## src/rtl/cw_group_buf.sv

```systemverilog
// Ping-pong frame buffer: serial coded bits are written into one L-bit bank while the
// other, completed bank is read out as GW-bit codeword groups.
module cw_group_buf #(
    parameter int GW        = 3,
    parameter int NG        = 32,
    parameter bit MSB_FIRST = 1'b1
) (
    input  logic          clk,
    input  logic          rst,
    input  logic          i_di,
    input  logic          i_di_vld,
    input  logic          i_di_sop,
    output logic          o_di_rdy,
    output logic          o_ovf,
    output logic [GW-1:0] o_do,
    output logic          o_do_vld,
    input  logic          i_do_rdy,
    output logic          o_do_last
);
    localparam int L    = GW * NG;
    localparam int WI_W = $clog2(L);
    localparam int GI_W = $clog2(NG);
    localparam logic [WI_W-1:0] WIDX_LAST = WI_W'(L - 1);
    localparam logic [GI_W-1:0] GIDX_LAST = GI_W'(NG - 1);

    typedef enum logic {S_IDLE = 1'b0, S_SEND = 1'b1} state_t;

    logic [L-1:0]    r_bank [2];
    logic [1:0]      r_full;
    logic            r_wbank;
    logic            r_rbank;
    logic [WI_W-1:0] r_widx;
    logic [GI_W-1:0] r_gidx;
    state_t          r_state;
    logic [GW-1:0]   r_do;
    logic            r_do_vld;
    logic            r_do_last;

    state_t          w_state_nxt;
    logic            w_acc;
    logic            w_wr_last;
    logic            w_load;
    logic            w_fill;
    logic            w_rd_done;
    logic [WI_W-1:0] w_wptr;
    logic [WI_W-1:0] w_rbase;
    logic [GW-1:0]   w_grp;
    logic [1:0]      w_set;
    logic [1:0]      w_clr;

    // raw[0] is the first-received bit of the group
    function automatic logic [GW-1:0] map_grp(input logic [GW-1:0] raw);
        logic [GW-1:0] rev;
        for (int k = 0; k < GW; k++) rev[GW-1-k] = raw[k];
        return MSB_FIRST ? rev : raw;
    endfunction

    assign o_di_rdy  = !r_full[r_wbank];
    assign o_ovf     = i_di_vld && !o_di_rdy;
    assign w_acc     = i_di_vld && o_di_rdy;
    assign w_wptr    = i_di_sop ? '0 : r_widx;
    assign w_wr_last = w_acc && (w_wptr == WIDX_LAST);

    always_ff @(posedge clk) begin
        if (w_acc) r_bank[r_wbank][w_wptr] <= i_di;
    end

    always_ff @(posedge clk or posedge rst) begin
        if (rst) begin
            r_widx  <= '0;
            r_wbank <= 1'b0;
        end else if (w_acc) begin
            if (w_wr_last) begin
                r_widx  <= '0;
                r_wbank <= !r_wbank;
            end else begin
                r_widx  <= w_wptr + 1'b1;
            end
        end
    end

    // A bank being set and a bank being cleared in one cycle are always different banks
    assign w_set = w_wr_last ? (2'b01 << r_wbank) : 2'b00;
    assign w_clr = w_rd_done ? (2'b01 << r_rbank) : 2'b00;

    always_ff @(posedge clk or posedge rst) begin
        if (rst) r_full <= 2'b00;
        else     r_full <= (r_full & ~w_clr) | w_set;
    end

    assign w_load  = !r_do_vld || i_do_rdy;
    assign w_rbase = WI_W'(r_gidx) * WI_W'(GW);
    assign w_grp   = map_grp(r_bank[r_rbank][w_rbase +: GW]);

    always_comb begin
        w_state_nxt = r_state;
        w_fill      = 1'b0;
        w_rd_done   = 1'b0;
        case (r_state)
            S_IDLE: begin
                if (w_load && r_full[r_rbank]) begin
                    w_fill      = 1'b1;
                    w_state_nxt = S_SEND;
                end
            end
            S_SEND: begin
                if (w_load) begin
                    w_fill = 1'b1;
                    if (r_gidx == GIDX_LAST) begin
                        w_rd_done = 1'b1;
                        if (!r_full[!r_rbank]) w_state_nxt = S_IDLE;
                    end
                end
            end
            default: w_state_nxt = S_IDLE;
        endcase
    end

    always_ff @(posedge clk or posedge rst) begin
        if (rst) begin
            r_state   <= S_IDLE;
            r_rbank   <= 1'b0;
            r_gidx    <= '0;
            r_do      <= '0;
            r_do_vld  <= 1'b0;
            r_do_last <= 1'b0;
        end else begin
            r_state <= w_state_nxt;
            if (w_rd_done) begin
                r_rbank <= !r_rbank;
                r_gidx  <= '0;
            end else if (w_fill) begin
                r_gidx  <= r_gidx + 1'b1;
            end
            if (w_load) begin
                r_do_vld  <= w_fill;
                r_do_last <= w_rd_done;
                if (w_fill) r_do <= w_grp;
            end
        end
    end

    assign o_do      = r_do;
    assign o_do_vld  = r_do_vld;
    assign o_do_last = r_do_last;

endmodule

```

## config.mk

```make
export PLATFORM = sky130hd
export DESIGN_NAME = cw_group_buf
export DESIGN_NICKNAME = d
export VERILOG_FILES = /design/src/rtl/cw_group_buf.sv
export SDC_FILE = /design/constraint.sdc
export NUM_CORES = 1
export LEC_CHECK = 0
export ABC_AREA = 1
export CAP_MARGIN = 10
export CORE_MARGIN = 4
export CORE_UTILIZATION = 45
export DETAILED_ROUTE_END_ITERATION = 10
export MAX_ROUTING_LAYER = met4
export PLACE_DENSITY = 0.64
export SYNTH_ARGS = -nofsm -noshare
export SYNTH_HDL_FRONTEND = slang
export SYNTH_SLANG_ARGS = --single-unit
```

## constraint.sdc

```tcl
create_clock -name clk -period 4 [get_ports clk]
set_input_delay 0.8 -clock clk [delete_from_list [all_inputs] [get_ports clk]]
set_output_delay 0.8 -clock clk [all_outputs]
set_load 0.03 [all_outputs]
```

==> run metrics <==
status=completed; Root Driver=clkbuf_16; via count of the first global-routing pass=7550; Routed wire per std cell=17.65 microns; Tot GR Track Use=0.2123; total negative slack=0 ps; Clk Latency, worst-skew pair=roughly 520 ps; top post-synthesis cells by area=edfxtp_1, nand2_1, nor2_1, dfrtp_1, nand3_1; top achievable clock speed=approximately 0.31 GHz; post-detail-place hpwl=around 16000 microns; most frequent cell after synthesis=nand2_1; DP Area=10920 sq um; Die ar.=around 26000 sq um; share of cells above drive strength 1=0.08050; Hold Violations, Final=0; Pleak=4.606 nW; Slew HR=0.3680; final non-filler cell total=about 1500; die outline width=~160 microns; RD Place Congestion=0.8456; largest net degree at the start of global routing=89; clock buffer count from CTS=24; hold depth=2; FP Rows=55; Peak VDD IR=280.7 uV; critical path class=reg2out; Die H=between 150 and 200 microns; Detailed Route WL=approximately 27000 microns; Syn Nets=about 1200; reg2reg end=r_bank[1][86]; Critical Path Fanout Max=35; CTS Sinks=214; DRT antenna net count=0; Yosys reg bits=roughly 210; worst r2r path cells=8; total gr overflow=0; register area share after synthesis=0.5987; Final Cell Area=about 12000 sq um; post-CTS sizing=0; vias=around 8000; multi-input logic area=approximately 3500 sq um; Initial Util=0.4617; placed cell count=roughly 1500; RR Startpoint=r_wbank; Worst Tran Pin Value=946.9 ps; DRT iter0 DRCs=about 850; antenna violations before repair=0; I/O Buffers=12; cts hold-fix bufs=0; CP Data Required Time=between 3000 and 4000 ps; Nets=between 1000 and 1500; EDFF count, synth=between 150 and 200; Bufs on Longest Clock Path=3; reg2reg setup slack=between 1000 and 1500 ps; # fillers=roughly 2100; via/cell ratio=between 5 and 6; post-synthesis cell area=about 11000 sq um; Final min period=3212 ps; final slew viol count=0; synth-to-layout area growth=10.94%; setup repair after global routing missed its margin=no; CTS tree=yes; register area=roughly 6300 sq um; Crit. End Element=output port; hold path startpoint=o_do_last; cell taking the most area after synthesis=edfxtp_1; commonest cells in the netlist=nand2_1, nor2_1, edfxtp_1; setup violators final=0; asr flop ratio synth=0.1028; Syn Area/Cell=slightly below 9 sq um; # Max-Cap Violations=0; Worst Setup SP=r_wbank; Yosys Warn Count=0; Primary FF master, synth=edfxtp_1; Yosys cell types=34; Hold Path End=o_do_last; ant diodes=0; Pre-antenna DRT Iters=5; DRC violations left=0; first-pass GRT wire length=42270 microns; CP startpoint kind=register; Arrival @ worst endpoint=about 2400 ps; Yosys top cell area share=0.5466; period utilization=0.8030; H-tree levels=1; Worst-path clk slew=~60 ps; Post-CTS Setup Repair Bufs=0; Mapped Cells=1194; power density cells=578.5 nW/um^2; core area=~23000 sq um; worst-case clock skew=11.46 ps; Min-Delay Path Class=reg2reg; fin util=0.5122; I/O pin total=13
## logic make-up after synthesis
| logic type | Yosys count | synth area share |
|---|---|---|
| adders and majority gates | 3 | 0.003559 |
| and+or+nand+nor | 755 | 0.3003 |
| DFF | 214 | 0.5987 |
| buffers and inverters | 164 | 0.06547 |
| AOI/OAI and AO/OA | 54 | 0.02859 |
| xor gates and xnor gates | 4 | 0.003321 |
## layer usage
metal	wire length [microns]	global-route usage
met5	0	-
met4	779	0.06398
met3	1862	0.03062
met2	12320	0.3168
met1	11830	0.3046
## critical path: stages, from the launching register on
cell and delay [ps]:
dfrtp_4 660, o21ai_2 360, inv_1 90, nor2_1 100, clkdlybuf4s50_1 670
## registers in the layout, indices dropped and copies added, names as in the netlist
name       count
r_wbank        1
r_state        1
o_do           3
r_widx         7
o_do_last      1
r_rbank        1
r_bank       192
r_gidx         5
o_do_vld       1
r_full         2
## power breakdown
part,internal [mW],leakage (nW),switching [mW],total (mW)
logic,0.564,2.23,1.40,1.97
registers,2.50,1.99,0.114,2.61
clock network,1.33,0.377,0.860,2.19
total,4.39,4.61,2.38,6.77
## per-stage QoR
stage | worst slack [ps] | hold WS [ps] | total power [mW]
after floorplan | 1776 | 467.9 | 3.949
after global placement | 877.9 | 462.6 | 4.581
after detailed placement | 806.8 | 466.7 | 4.602
after CTS | 768.0 | 483.3 | 6.788
after global routing | 679.7 | 514.1 | 7.102
final | 788.1 | 479.0 | 6.770
## layout make-up
cell class | instances | share of cell area
clock buffer | 33 | 0.05602
clock inverter | 11 | 0.01048
inverter | 96 | 0.03101
multi-input combinational | 816 | 0.3027
sequential | 214 | 0.5405
tap | 313 | 0.03347
timing repair buffer | 35 | 0.02587
## worst max-delay path by stage
stage	to	slack (ps)	cells past startpoint
2_1_floorplan	o_ovf	1780	4
3_3_place_gp	r_bank[1][81]	880	9
3_5_place_dp	r_bank[0][81]	810	9
4_1_cts	o_ovf	770	4
5_1_grt	o_ovf	680	4
6_report	o_ovf	790	4
## cell usage in the layout (no fill, tap or decap), types with 5 or more instances in the layout
| master | count |
|---|---|
| edfxtp_1 | 192 |
| nor2_4 | 6 |
| clkbuf_16 | 25 |
| clkinv_1 | 7 |
| nor2_1 | 242 |
| buf_4 | 23 |
| o211ai_1 | 6 |
| o21ai_0 | 20 |
| dfrtp_1 | 19 |
| nor3_1 | 5 |
| inv_2 | 12 |
| nand2_1 | 372 |
| inv_1 | 82 |
| a21oi_1 | 18 |
| clkdlybuf4s50_1 | 11 |
| nand3_1 | 109 |
| clkbuf_1 | 8 |
| nor2_2 | 10 |
Note: power is estimated with default switching activity, not from simulation.
